$ cat src/rtl/led_mmio_pkg.sv
// led_mmio_pkg: register map and shared helpers
// for the memory-mapped LED controller.
package led_mmio_pkg;

  localparam logic [4:0] LED_DATA_OFS = 5'h00;
  localparam logic [4:0] CTRL_OFS     = 5'h04;
  localparam logic [4:0] PERIOD_OFS   = 5'h08;
  localparam logic [4:0] DUTY_OFS     = 5'h0C;
  localparam logic [4:0] STEPS_OFS    = 5'h10;

  localparam int CTRL_ROT_EN = 0;
  localparam int CTRL_DIR    = 1;
  localparam int CTRL_PWM_EN = 2;

  localparam logic [7:0] DUTY_FULL = 8'hFF;

  // Byte-lane merge of a write into an existing word.
  function automatic logic [31:0] be_merge(
    input logic [31:0] old_v,
    input logic [31:0] new_v,
    input logic [3:0]  be
  );
    logic [31:0] r;
    r = old_v;
    for (int b = 0; b < 4; b++) begin
      if (be[b]) r[8*b +: 8] = new_v[8*b +: 8];
    end
    return r;
  endfunction

endpackage

$ cat src/rtl/led_mmio_ctrl_pwm.sv
// led_pwm: 8-bit free-running PWM counter and
// duty compare used to dim the LED outputs.
module led_pwm
  import led_mmio_pkg::*;
(
  input  logic       clk,
  input  logic       rst_n,
  input  logic       en,
  input  logic [7:0] duty,
  output logic       on
);

  logic [7:0] cnt_q, cnt_d;

  // Count only while enabled; park at zero otherwise.
  always_comb begin
    cnt_d = en ? cnt_q + 8'd1 : 8'd0;
  end

  // Counter register.
  always_ff @(posedge clk or negedge rst_n) begin
    if (!rst_n) cnt_q <= 8'd0;
    else        cnt_q <= cnt_d;
  end

  assign on = !en || (duty == DUTY_FULL) || (cnt_q < duty);

endmodule

$ cat src/rtl/led_mmio_ctrl.sv
// led_mmio_ctrl: LED pattern register with
// prescaled auto-rotation, PWM dimming, MMIO access.
module led_mmio_ctrl
  import led_mmio_pkg::*;
#(
  parameter int          NUM_LEDS       = 4,
  parameter logic [31:0] DEFAULT_PERIOD = 32'd50_000
) (
  input  logic                clk,
  input  logic                rst_n,
  input  logic [4:0]          addr,
  input  logic [31:0]         wdata,
  input  logic [3:0]          we,
  input  logic                re,
  output logic [31:0]         rdata,
  output logic [NUM_LEDS-1:0] leds
);

  logic [NUM_LEDS-1:0] led_q, led_d, led_rot, leds_q;
  logic [2:0]          ctrl_q, ctrl_d;
  logic [31:0]         period_q, period_d;
  logic [7:0]          duty_q, duty_d;
  logic [31:0]         cnt_q, cnt_d;
  logic [31:0]         steps_q, steps_d;
  logic [31:0]         rdata_q, rdata_d;
  logic [31:0]         rd_val, period_m1;
  logic [31:0]         led_wr, ctrl_wr, period_wr, duty_wr;
  logic [4:0]          ofs;
  logic                wr, wr_led, wr_ctrl, wr_period, wr_duty;
  logic                rot_en, tick, rot_rise, pwm_on;
  logic                unused;

  assign ofs       = {addr[4:2], 2'b00};
  assign wr        = |we;
  assign wr_led    = wr && (ofs == LED_DATA_OFS);
  assign wr_ctrl   = wr && (ofs == CTRL_OFS);
  assign wr_period = wr && (ofs == PERIOD_OFS);
  assign wr_duty   = wr && (ofs == DUTY_OFS);

  assign led_wr    = be_merge(32'(led_q), wdata, we);
  assign ctrl_wr   = be_merge(32'(ctrl_q), wdata, we);
  assign period_wr = be_merge(period_q, wdata, we);
  assign duty_wr   = be_merge(32'(duty_q), wdata, we);

  assign unused = ^{addr[1:0], led_wr >> NUM_LEDS,
                    ctrl_wr >> 3, duty_wr >> 8};

  assign rot_en    = ctrl_q[CTRL_ROT_EN];
  assign period_m1 = (period_q == '0) ? '0 : period_q - 32'd1;
  assign tick      = rot_en && (cnt_q == period_m1);
  assign rot_rise  = wr_ctrl && we[0] &&
                     wdata[CTRL_ROT_EN] && !rot_en;

  assign led_rot = ctrl_q[CTRL_DIR]
                 ? {led_q[0], led_q[NUM_LEDS-1:1]}
                 : {led_q[NUM_LEDS-2:0], led_q[NUM_LEDS-1]};

  led_pwm u_pwm (
    .clk   (clk),
    .rst_n (rst_n),
    .en    (ctrl_q[CTRL_PWM_EN]),
    .duty  (duty_q),
    .on    (pwm_on)
  );

  // Register writes, prescaler and rotator next-state.
  always_comb begin
    led_d    = led_q;
    ctrl_d   = ctrl_q;
    period_d = period_q;
    duty_d   = duty_q;
    cnt_d    = cnt_q + 32'd1;
    steps_d  = steps_q;
    if (tick) begin
      cnt_d   = '0;
      steps_d = steps_q + 32'd1;
      led_d   = led_rot;
    end
    unique case (1'b1)
      wr_led:    led_d  = led_wr[NUM_LEDS-1:0];
      wr_ctrl:   ctrl_d = ctrl_wr[2:0];
      wr_period: begin
        period_d = period_wr;
        cnt_d    = '0;
      end
      wr_duty:   duty_d = duty_wr[7:0];
      default: ;
    endcase
    if (!rot_en) cnt_d = '0;
    if (rot_rise) begin
      cnt_d   = '0;
      steps_d = '0;
    end
  end

  // Read mux; current register contents.
  always_comb begin
    rd_val = '0;
    unique case (1'b1)
      ofs == LED_DATA_OFS: rd_val = 32'(led_q);
      ofs == CTRL_OFS:     rd_val = 32'(ctrl_q);
      ofs == PERIOD_OFS:   rd_val = period_q;
      ofs == DUTY_OFS:     rd_val = 32'(duty_q);
      ofs == STEPS_OFS:    rd_val = steps_q;
      default: ;
    endcase
    rdata_d = re ? rd_val : rdata_q;
  end

  // State registers and output flops.
  always_ff @(posedge clk or negedge rst_n) begin
    if (!rst_n) begin
      led_q    <= '0;
      ctrl_q   <= '0;
      period_q <= DEFAULT_PERIOD;
      duty_q   <= DUTY_FULL;
      cnt_q    <= '0;
      steps_q  <= '0;
      rdata_q  <= '0;
      leds_q   <= '0;
    end else begin
      led_q    <= led_d;
      ctrl_q   <= ctrl_d;
      period_q <= period_d;
      duty_q   <= duty_d;
      cnt_q    <= cnt_d;
      steps_q  <= steps_d;
      rdata_q  <= rdata_d;
      leds_q   <= led_q & {NUM_LEDS{pwm_on}};
    end
  end

  assign rdata = rdata_q;
  assign leds  = leds_q;

endmodule

$ cat config.mk
export PLATFORM = sky130hd
export DESIGN_NAME = led_mmio_ctrl
export DESIGN_NICKNAME = d
export VERILOG_FILES = /design/src/rtl/led_mmio_pkg.sv /design/src/rtl/led_mmio_ctrl_pwm.sv /design/src/rtl/led_mmio_ctrl.sv
export SDC_FILE = /design/constraint.sdc
export NUM_CORES = 1
export LEC_CHECK = 0
export BUFFER_PORTS_ARGS = -buffer_cell sky130_fd_sc_hd__buf_2
export CORE_AREA = 2 2 176 178
export DETAILED_ROUTE_END_ITERATION = 12
export DIE_AREA = 0 0 178 180
export SLEW_MARGIN = 30
export SYNTH_ARGS = -nofsm -noshare
export SYNTH_HDL_FRONTEND = slang
export SYNTH_HIERARCHICAL = 1
export SYNTH_SLANG_ARGS = --single-unit
$ cat constraint.sdc
create_clock -name clk -period 5.6 [get_ports clk]
set_input_delay 0.28 -clock clk [delete_from_list [all_inputs] [get_ports clk]]
set_output_delay 0.28 -clock clk [all_outputs]
set_load 0.01 [all_outputs]
After elaboration in Yosys (flattened, before gate mapping)
Index checks and enable logic that the tools add are counted.

storage, ports and cells
  input bits = 44
  memories = 0
  output and inout port bits = 36
  register bits after elaboration = 155
  bits in read-only memories = 0
  bits in latches = 0
  bits in writable memories = 0

cells by class
  reductions and logical operators = 24
  shift operators = 0
  muxes and demuxes = 13
  $add $sub $neg = 4
  bitwise logic cells = 1
  $mul = 0
  equal/unequal tests = 7
  magnitude comparators = 1
  divide/modulo/power cells = 0

operators with widths
  kind                     number
  $mux W32                 7
  $pmux W32 S5             1
  $add A32 B1 Y32 const B  2
  $eq A32 B32 Y1           1
  $logic_not A32 Y1        1
  $sub A32 B1 Y32 const B  1
  $mux W4                  4
  $reduce_and A2 Y1        7
  $add A8 B1 Y8 const B    1
  $eq A8 B8 Y1 const B     1
  $logic_and A1 B1 Y1      8
  $lt A8 B8 Y1             1
  $mux W8                  1
  $eq A3 B2 Y1 const B     2
  $logic_not A5 Y1         1
  $and A4 B4 Y4            1
  $reduce_bool A2 Y1       2
  $reduce_or A4 Y1         1
  $eq A3 B1 Y1 const B     1
  $eq A3 B3 Y1 const B     1
  $logic_not A1 Y1         2
  $logic_or A1 B1 Y1       2
  $ne A2 B2 Y1 const B     1

Depth between registers and ports, before layout
Gate-level depths: netlist of the first run.

  depth after elaboration = 8
  mapped depth = 15
  mapped depth without buffers = 12

Modules after synthesis
The synthesis of the first run kept the hierarchy.

modules (own cells, without submodules)
  module         cells each  seq. area each (um^2)  instances  area an instance (um^2)
  led_mmio_ctrl  889         3,696.0                1          8,383.0
  led_pwm        58          200.2                  1          581.8

Worst setup path after synthesis of the first run
Ideal clock, no wire load.

  kind = reg-to-reg
  start point = register period_q[0]
  end point = register steps_q[14]
  path buffers = 2
  data required time = 5.534 ns
  data arrival time = 3.868 ns
  setup slack = 1.666 ns
  cell stages (with the launch flop) = 15
  library setup time = 0.066 ns
  cell sequence = dfrtp_1 -> inv_1 -> ha_1 -> or3b_2 -> clkbuf_1 -> nor4_2 -> nand4b_1 -> and3_1 -> a2111oi_2 -> o2111ai_1 -> nor4_4 -> nand4_4 -> buf_6 -> or4b_1 -> nand2_1

between the ends
  cells in the longest elaborated chain, start to end = 5
  elaborated cells on any way between the ends = 6

ends and longest elaborated chain
  what                                                         RTL line              source
  start, declared                                              led_mmio_ctrl.sv:21   logic [31:0] period_q, period_d;
  start signal, assigned                                       led_mmio_ctrl.sv:124  period_q <= period_d;
  $sub A32 B1 Y32 / $logic_not A32 Y1 (equally long branches)  led_mmio_ctrl.sv:49   assign period_m1 = (period_q == '0) ? '0 : period_q - 32'd1;
  $mux W32 (*)                                                 led_mmio_ctrl.sv:49
  $eq A32 B32 Y1 (*)                                           led_mmio_ctrl.sv:50   assign tick = rot_en && (cnt_q == period_m1);
  $logic_and A1 B1 Y1 (*)                                      led_mmio_ctrl.sv:50
  $reduce_bool A2 Y1 (no line) (*)                             --
  end signal, assigned                                         led_mmio_ctrl.sv:127  steps_q <= steps_d;
  end, declared                                                led_mmio_ctrl.sv:24   logic [31:0] steps_q, steps_d;

Every way passes the cells marked *; elsewhere a longest branch is shown, timed or not.
A chain may end at the register's enable or synchronous reset.

Worst setup path in the final report of the first run
  start point = register period_q[0]
  end point = register steps_q[26]

Same word-level chain as after synthesis.

==> results.py, run 1 <==
metrics = {
    "sta": {
        "slew_violations": 0,
        "tightest_slew_ns": 0.846,
        "finalSetupTns_ns": 0,
        "finalSetupViolations": 0,
        "period_needed_ns": 4.66,
        "max_clock_freq_ghz": 0.214,
        "fin_crit_sh": 0.833,
        "setup_slack_ns": 0.936,
        "clock_skew_ns": 0.0128,
        "hold_viol_final": 0,
        "grt_setup_unrepaired": "no",
        "max-slew-margin-rel": 0.436,
    },
    "synth": {
        "seq_area_frac_synth": 0.435,
        "synth_ff_type": "dfrtp_1",
        "synthAdderAreaFrac": 0.0154,
        "synthesis.area_um2": 8960,
        "yosysWarnings": 6,
        "synth_top_area_cell": "dfrtp_1",
        "yosysTopAreaCellShare": 0.394,
        "synth_top_family_by_area": "simple AND/OR/NAND/NOR gates",
        "synth_seq_cells": 155,
        "async_reset_ff_frac": 1.00,
        "muxShareOfSynthArea": 0.0907,
        "synth-xor-area-share": 0.0680,
        "yosysUniqueCellTypes": 70,
        "synth_compound_area_frac": 0.110,
        "syn_nets": 1002,
        "yosys-top-cells-area": "dfrtp_1 39%, mux2_2 5.3%, dfstp_2 4.1%",
        "syn-mean-instance-area_um2": 9.47,
        "synth-simple-area-share": 0.232,
        "synth_cells": 947,
        "synth_enable_flop_cells": 0,
    },
    "clock_tree": {
        "cts_buffers": 17,
        "cts_resized": 0,
        "cts_root_buf": "clkbuf_16",
        "post_cts_buffers": 0,
        "clkTransAtPathRegs_ns": 0.07,
        "h-tree-depth": 4,
        "insertion_delay_ns": 0.44,
        "cts_tree": "yes",
        "clk_path_buf_depth": 2,
        "clock_sinks": 155,
    },
    "routing": {
        "routedWlPerCell_um": 17.1,
        "wl_um": 24000,
        "first_pass_iters": 5,
        "postRouteAntennaNets": 0,
        "drc": 0,
        "num_vias": 7309,
        "drt_iter0_markers": 573,
        "vias_per_cell": 5.21,
    },
    "power": {
        "fin_total_pwr_mw": 3.32,
        "max-vdd-ir-drop_v": 0.000168,
        "p_leak_nw": 4.32,
        "power_density_nw_per_um2": 321,
    },
    "critical_path": {
        "required_ns": 5.95,
        "r2r_slack_ns": 0.94,
        "cp_slowest_cell": "or3b_2",
        "slowest_delay_ns": 0.59,
        "arrival_ns": 5.02,
        "worst_setup_path_end_kind": "flip-flop",
        "cp_max_fo": 34,
        "crit_type": "reg2reg",
        "path_cells": "inv_1 > ha_1 > or3b_2 > nor4_2 > nand4b_1 > a311o_1 > nor3_1 > o2111ai_1 > nor4_4 > nand4_4 > nor4_1 > mux2i_1",
        "critPathLaunchType": "flip-flop",
    },
    "placement": {
        "gp_congestion": 0.901,
        "io_buffers": 77,
        "place_ws_ns": 1.01,
        "hpwlAfterDp_um": 17400,
    },
    "cells_and_area": {
        "layout_common_cells": "141 x dfrtp_1, 84 x nor2_1, 77 x nand2_1, 76 x buf_2, 53 x inv_1",
        "antenna_cells": 0,
        "fillers": 3081,
        "nets": 1050,
        "mostFrequentLayoutCell": "dfrtp_1",
        "drive_gt1_frac": 0.188,
        "final_util": 0.342,
        "syn_to_final_growth_pct": 15.1,
    },
    "grt": {
        "antenna_found_initial": 0,
        "grt-ovfl-total": 0,
        "grt_start_max_net_pins": 92,
        "track_usage": 0.155,
        "grt_pass1_wl_um": 39100,
        "first_global_vias": 7058,
    },
    "status": {
        "outcome": "finished clean",
    },
    "floorplanning": {
        "io-pin-count": 80,
        "dieArea_um2": 32000,
        "fp.dieW_um": 178,
        "start_util": 0.297,
        "rows": 64,
        "die_y_um": 180,
        "coreArea_um2": 30200,
    },
    "job": {
        "max_cap_viol_count": 0,
    },
    "hold_path": {
        "min_path_type": "in2reg",
    },
}
## logic make-up (layout without fill, tap and decap cells)
| logic type | count (synthesis) | in the layout |
|---|---|---|
| xor gates and xnor gates | 68 | 68 |
| DFF | 155 | 155 |
| muxes | 76 | 76 |
| and+or+nand+nor | 384 | 384 |
| buffers and inverters | 110 | 171 |
| AOI/OAI and AO/OA | 143 | 143 |
| adders and majority gates | 11 | 11 |
## sequential cells by signal, indices dropped and copies added (netlist names)
signal and flops:
u_pwm/cnt_q 8, rdata 32, leds 4, led_q 4, duty_q 8, ctrl_q 3, cnt_q 32, period_q 32
steps_q 32
## worst max-delay path, delay by kind of cell, from the launching register on
kind                     cells  cell delay (ns)
multiplexers                 1             0.23
buffers and inverters        1             0.12
flip-flops                   1             0.44
AO/OA/AOI/OAI                2             0.61
adder cells (fa/ha/maj)      1             0.18
AND/OR/NAND/NOR              7             2.97
## timing repair
item / 4_1_cts / 5_1_grt
setup endpoints to repair: 0 / 0
endpoints found under the hold margin: 82 / 0
hold buffers: 1 / 0
## cell usage after synthesis, drive strengths merged, types with 27 or more instances
cell / number
nor2: 85
inv: 53
mux2i: 34
nor3: 33
nand4: 27
nand2: 77
dfrtp: 141
xnor2: 42
nand3: 36
o22ai: 40
clkbuf: 43
mux2: 42
## layout make-up
cell class                      count  area (um2)  share of cell area
Multi-Input combinational cell    682        4640               0.450
Timing Repair Buffer               86         462              0.0447
Clock inverter                     15         201              0.0195
Tap cell                          396         495              0.0480
Inverter                           53         199              0.0193
Sequential cell                   155        3900               0.378
Clock buffer                       17         425              0.0412
## through the flow
step	hold slack [ns]	instances	cell area (um2)
global route	0.0605	1404	10300
floorplan	-0.0156	947	8960
global placement	0.413	1371	9680
finish	0.0703	1404	10300
detailed placement	0.414	1371	9680
CTS	0.0554	1404	10300
## routing by layer
layer  track usage  share of wire
met1         0.211           0.47
met2         0.247           0.48
met3        0.0260          0.026
met5             0              0
met4        0.0567          0.023
## power breakdown
| part | internal, mW | leakage (nW) | total (mW) | switching (mW) |
|---|---|---|---|---|
| registers | 1.27 | 2.00 | 1.48 | 0.216 |
| clock network | 0.721 | 0.306 | 1.24 | 0.519 |
| logic | 0.280 | 2.02 | 0.594 | 0.314 |
| total | 2.27 | 4.32 | 3.32 | 1.05 |
## path summary, 6_finish.rpt
check / startpoint / to / cells after the start
max in group asynchronous: rst_n / steps_q[20]$_DFFE_PN0P_ / 3
min in group asynchronous: rst_n / u_pwm/cnt_q[4]$_DFF_PN0_ / 2
worst max-delay path: period_q[0]$_DFFE_PN0P_ / steps_q[26]$_DFFE_PN0P_ / 12
worst max register to register: period_q[0]$_DFFE_PN0P_ / steps_q[26]$_DFFE_PN0P_ / 12
worst min-delay path: wdata[29] / period_q[29]$_DFFE_PN0P_ / 2
worst min register to register: rdata[7]$_DFFE_PN0P_ / rdata[7]$_DFFE_PN0P_ / 2
(Power assumes the default switching activity.)
==> run 2, diff against run 1 <==
==> constraint.sdc (replaced) <==
create_clock -name clk -period 4.8 [get_ports clk]
set_input_delay 0.24 -clock clk [delete_from_list [all_inputs] [get_ports clk]]
set_output_delay 0.24 -clock clk [all_outputs]
set_load 0.01 [all_outputs]
==> results.py, run 2 (synthesis gave the netlist of run 1 again) <==
metrics = {
    "floorplanning": {
        "fp.dieW_um": 178,
        "io-pin-count": 80,
        "rows": 64,
        "start_util": 0.297,
        "dieArea_um2": 32000,
        "die_y_um": 180,
        "coreArea_um2": 30200,
    },
    "sta": {
        "period_needed_ns": 4.46,
        "finalSetupTns_ns": 0,
        "slew_violations": 0,
        "tightest_slew_ns": 0.985,
        "grt_setup_unrepaired": "no",
        "max-slew-margin-rel": 0.343,
        "finalSetupViolations": 0,
        "fin_crit_sh": 0.929,
        "clock_skew_ns": 0.0119,
        "hold_slack_ns": 0.0294,
        "hold_viol_final": 0,
        "max_clock_freq_ghz": 0.224,
    },
    "hold_path": {
        "worstHoldPathCells": 2,
        "worstHoldStart": "wdata[31]",
        "holdPathEnd": "period_q[31]$_DFFE_PN0P_",
        "min_path_type": "in2reg",
    },
    "routing": {
        "drt_iter0_markers": 515,
        "wl_um": 24200,
        "routedWlPerCell_um": 17.2,
        "num_vias": 7215,
        "postRouteAntennaNets": 0,
        "vias_per_cell": 5.13,
        "drc": 0,
        "first_pass_iters": 6,
    },
    "clock_tree": {
        "h-tree-depth": 4,
        "cts_tree": "yes",
        "cts_buffers": 17,
        "post_cts_buffers": 0,
        "cts_resized": 0,
        "cts_root_buf": "clkbuf_16",
        "clkTransAtPathRegs_ns": 0.06,
        "postCtsHoldBufs": 1,
        "clock_sinks": 155,
        "clk_path_buf_depth": 2,
        "insertion_delay_ns": 0.44,
    },
    "cells_and_area": {
        "multiInputGateArea_um2": 4640,
        "layout_common_cells": "141 x dfrtp_1, 84 x nor2_1, 76 x nand2_1, 76 x buf_2, 53 x inv_1",
        "antenna_cells": 0,
        "nets": 1053,
        "drive_gt1_frac": 0.192,
        "fillers": 2997,
        "syn_to_final_growth_pct": 14.4,
        "mostFrequentLayoutCell": "dfrtp_1",
        "seq_area_um2": 3900,
        "final_cells": 1407,
    },
    "placement": {
        "io_buffers": 77,
        "dp.cells": 1374,
        "hpwlAfterDp_um": 17600,
        "gp_congestion": 0.904,
    },
    "grt": {
        "grt-ovfl-total": 0,
        "first_global_vias": 6941,
        "track_usage": 0.155,
        "grt_start_max_net_pins": 82,
        "grt_pass1_wl_um": 39100,
        "antenna_found_initial": 0,
    },
    "critical_path": {
        "r2r_start": "period_q[0]$_DFFE_PN0P_",
        "critPathLaunchType": "flip-flop",
        "required_ns": 5.16,
        "cp_max_fo": 22,
        "worst_setup_path_end_kind": "flip-flop",
        "slowest_delay_ns": 0.59,
        "worstRegToRegCells": 13,
        "path_cells": "inv_1 > ha_1 > or3b_2 > nor4_2 > nand4b_1 > a311o_1 > nor3_1 > o2111ai_1 > nor4_4 > nand4_4 > buf_4 > nand2b_1 > a21oi_1",
        "cp-startpoint": "period_q[0]$_DFFE_PN0P_",
        "r2r_slack_ns": 0.34,
        "crit_type": "reg2reg",
        "arrival_ns": 4.82,
        "timing.rr.end": "led_q[2]$_DFFE_PN0P_",
        "cp_slowest_cell": "or3b_2",
    },
    "power": {
        "max-vdd-ir-drop_v": 0.000201,
        "power_density_nw_per_um2": 359,
        "p_leak_nw": 4.30,
    },
    "job": {
        "max_cap_viol_count": 0,
    },
    "status": {
        "outcome": "finished clean",
    },
}
[run 2: cell count changes in the layout (fill, tap and decap cells not counted)]
cell       change
nand2_1        -1
buf_4          +3
bufinv_16      -3
nor2_2         +1
nand2_2        +1
clkinv_4       +6
inv_6          -3
inv_8          -3
nor2_4         -1
clkinv_2       +3
[run 2: final cells by class]
type	instances	share of cell area
Clock buffer	17	0.0415
Tap cell	396	0.0483
Clock inverter	15	0.0116
Multi-Input combinational cell	682	0.452
Sequential cell	155	0.380
Timing Repair Buffer	89	0.0472
Inverter	53	0.0194
[run 2: metrics by stage]
stage	cell area [um2]	utilization	setup WS [ns]	power [mW]
3_3_place_gp	9700	0.321	0.455	2.43
4_1_cts	10300	0.340	0.370	3.72
5_1_grt	10300	0.340	0.000808	3.88
2_1_floorplan	8960	-	0.866	2.18
6_report	10300	0.340	0.342	3.69
3_5_place_dp	9700	0.321	0.388	2.45
[run 2: worst max-delay path, delay by kind of cell (launching register included)]
family,cells,cell delay [ns]
compound gates,3,0.76
simple gates,7,2.56
fa+ha+maj,1,0.18
flops,1,0.44
buf+inv,2,0.43
[run 2: where the power goes]
part | internal (mW) | switching [mW] | total, mW
clock network | 0.668 | 0.589 | 1.26
logic | 0.329 | 0.375 | 0.705
registers | 1.48 | 0.245 | 1.72
total | 2.48 | 1.21 | 3.69
[run 2: how the worst max path moves through the flow]
stage	endpoint	slack (ns)	depth (start not counted)
after floorplan	steps_q[14]$_DFFE_PN0P_	0.87	14
after global placement	led_q[2]$_DFFE_PN0P_	0.45	13
final	led_q[2]$_DFFE_PN0P_	0.34	13
after detailed placement	steps_q[12]$_DFFE_PN0P_	0.39	12
after CTS	led_q[2]$_DFFE_PN0P_	0.37	13
after global routing	steps_q[30]$_DFFE_PN0P_	0.0008	12
[run 2: per-layer routing]
layer | wire (um) | global-route usage
met4 | 507 | 0.0538
met2 | 11700 | 0.250
met3 | 788 | 0.0222
met5 | 0 | 0
met1 | 11200 | 0.211
==> run 3, diff against run 2 <==
==> constraint.sdc (replaced) <==
create_clock -name clk -period 5 [get_ports clk]
set_input_delay 0.25 -clock clk [delete_from_list [all_inputs] [get_ports clk]]
set_output_delay 0.25 -clock clk [all_outputs]
set_load 0.01 [all_outputs]
==> results.py, run 3 (synthesis gave the netlist of run 1 again) <==
metrics = {
    "grt": {
        "grt_start_max_net_pins": 102,
        "track_usage": 0.157,
        "antenna_found_initial": 0,
        "grt_pass1_wl_um": 39700,
        "grt-ovfl-total": 0,
        "first_global_vias": 7120,
    },
    "job": {
        "max_cap_viol_count": 0,
    },
    "clock_tree": {
        "clock_sinks": 155,
        "cts_tree": "yes",
        "cts_buffers": 17,
        "clkTransAtPathRegs_ns": 0.06,
        "post_cts_buffers": 0,
        "cts_root_buf": "clkbuf_16",
        "insertion_delay_ns": 0.44,
        "h-tree-depth": 4,
        "clk_path_buf_depth": 2,
    },
    "sta": {
        "period_needed_ns": 4.56,
        "max-slew-margin-rel": 0.438,
        "slew_violations": 0,
        "fin_crit_sh": 0.911,
        "max_clock_freq_ghz": 0.219,
        "finalSetupViolations": 0,
        "setup_slack_ns": 0.444,
        "hold_viol_final": 0,
        "grt_setup_unrepaired": "no",
        "finalSetupTns_ns": 0,
        "clock_skew_ns": 0.0158,
        "tightest_slew_ns": 0.843,
    },
    "placement": {
        "io_buffers": 77,
        "place_ws_ns": 0.488,
        "gp_congestion": 0.929,
        "hpwlAfterDp_um": 17500,
        "dpl_cell_area_um2": 9690,
        "dp.cells": 1372,
    },
    "critical_path": {
        "critPathLaunchType": "flip-flop",
        "worst_setup_path_end_kind": "flip-flop",
        "cp_slowest_cell": "or3b_2",
        "slowest_delay_ns": 0.59,
        "path_delay_family": "simple AND/OR/NAND/NOR gates",
        "arrival_ns": 4.92,
        "path_cells": "inv_1 > ha_1 > or3b_2 > nor4_2 > nand4b_1 > a311o_1 > nor3_1 > o2111ai_1 > nor4_4 > nand4_4 > nor4_1 > mux2i_1",
        "cp_max_fo": 28,
        "crit_type": "reg2reg",
        "crit_buf_inv": 1,
        "required_ns": 5.36,
    },
    "cells_and_area": {
        "syn_to_final_growth_pct": 15.5,
        "final_cells": 1405,
        "fillers": 3023,
        "layout_common_cells": "141 x dfrtp_1, 84 x nor2_1, 76 x nand2_1, 76 x buf_2, 53 x inv_1",
        "nets": 1051,
        "drive_gt1_frac": 0.189,
        "seq_area_um2": 3900,
        "antenna_cells": 0,
        "mostFrequentLayoutCell": "dfrtp_1",
        "multiInputGateArea_um2": 4640,
        "stdcell_area_um2": 10400,
    },
    "status": {
        "outcome": "finished clean",
    },
    "floorplanning": {
        "start_util": 0.297,
        "dieArea_um2": 32000,
        "coreArea_um2": 30200,
        "die_y_um": 180,
        "fp.dieW_um": 178,
        "rows": 64,
        "io-pin-count": 80,
    },
    "routing": {
        "routedWlPerCell_um": 17.3,
        "vias_per_cell": 5.17,
        "num_vias": 7264,
        "drt_iter0_markers": 430,
        "postRouteAntennaNets": 0,
        "wl_um": 24300,
        "drc": 0,
        "first_pass_iters": 5,
    },
    "power": {
        "max-vdd-ir-drop_v": 0.000180,
        "power_density_nw_per_um2": 365,
        "p_leak_nw": 4.33,
    },
    "hold_path": {
        "min_path_type": "in2reg",
    },
}
==> run 3: cell types whose count changed in the layout (fill, tap and decap cells not counted) <==
cell | previous run | this run
buf_4 | 11 | 9
buf_6 | 1 | 0
clkinv_2 | 3 | 0
clkinv_4 | 7 | 4
clkbuf_8 | 0 | 2
clkinvlp_4 | 1 | 3
bufinv_16 | 0 | 5
clkbuf_1 | 0 | 1
inv_6 | 4 | 1
==> run 3: worst paths after layout <==
check / start / end / slack, ns / depth (start not counted)
setup / recovery: period_q[0]$_DFFE_PN0P_ / steps_q[30]$_DFFE_PN0P_ / 0.44 / 12
hold / removal: wdata[25] / period_q[25]$_DFFE_PN0P_ / 0.04 / 2
setup reg to reg: period_q[0]$_DFFE_PN0P_ / steps_q[30]$_DFFE_PN0P_ / 0.44 / 12
hold reg to reg: rdata[23]$_DFFE_PN0P_ / rdata[23]$_DFFE_PN0P_ / 0.53 / 2
max in group asynchronous: rst_n / rdata[9]$_DFFE_PN0P_ / 3.25 / 3
min in group asynchronous: rst_n / u_pwm/cnt_q[5]$_DFF_PN0_ / 0.47 / 2
==> run 3: cell type report <==
type	count	share of cell area
sequential	155	0.376
tap	396	0.0478
multi-input combinational	682	0.448
timing repair buffer	87	0.0455
inverter	53	0.0192
clock buffer	19	0.0428
clock inverter	13	0.0209
==> run 3: through the flow <==
step	hold WS, ns	util	power [mW]
CTS	0.0273	0.343	3.81
finish	0.0429	0.343	3.78
global route	0.0374	0.343	3.97
detailed placement	0.434	0.321	2.35
floorplan	-0.0456	-	2.09
global placement	0.419	0.321	2.33
==> run 3: report_power, final <==
group          leakage, nW  switching [mW]  internal (mW)
Combinational         2.02           0.354          0.313
Sequential            2.00           0.244           1.42
Clock                0.310           0.544          0.903
Total                 4.33            1.14           2.64
==> run 3: layer usage <==
| layer | GRT usage | vias up | part of all wire |
|---|---|---|---|
| li1 | - | 3494 | - |
| met1 | 0.212 | 3601 | 0.47 |
| met2 | 0.256 | 136 | 0.49 |
| met4 | 0.0502 | 0 | 0.018 |
| met5 | 0 | - | 0 |
| met3 | 0.0262 | 33 | 0.028 |
==> run 3: what timing repair did <==
action | 4_1_cts | 5_1_grt
resized for setup | 0 | 0
hold buffers | 1 | 0
endpoints found under the hold margin | 79 | 0
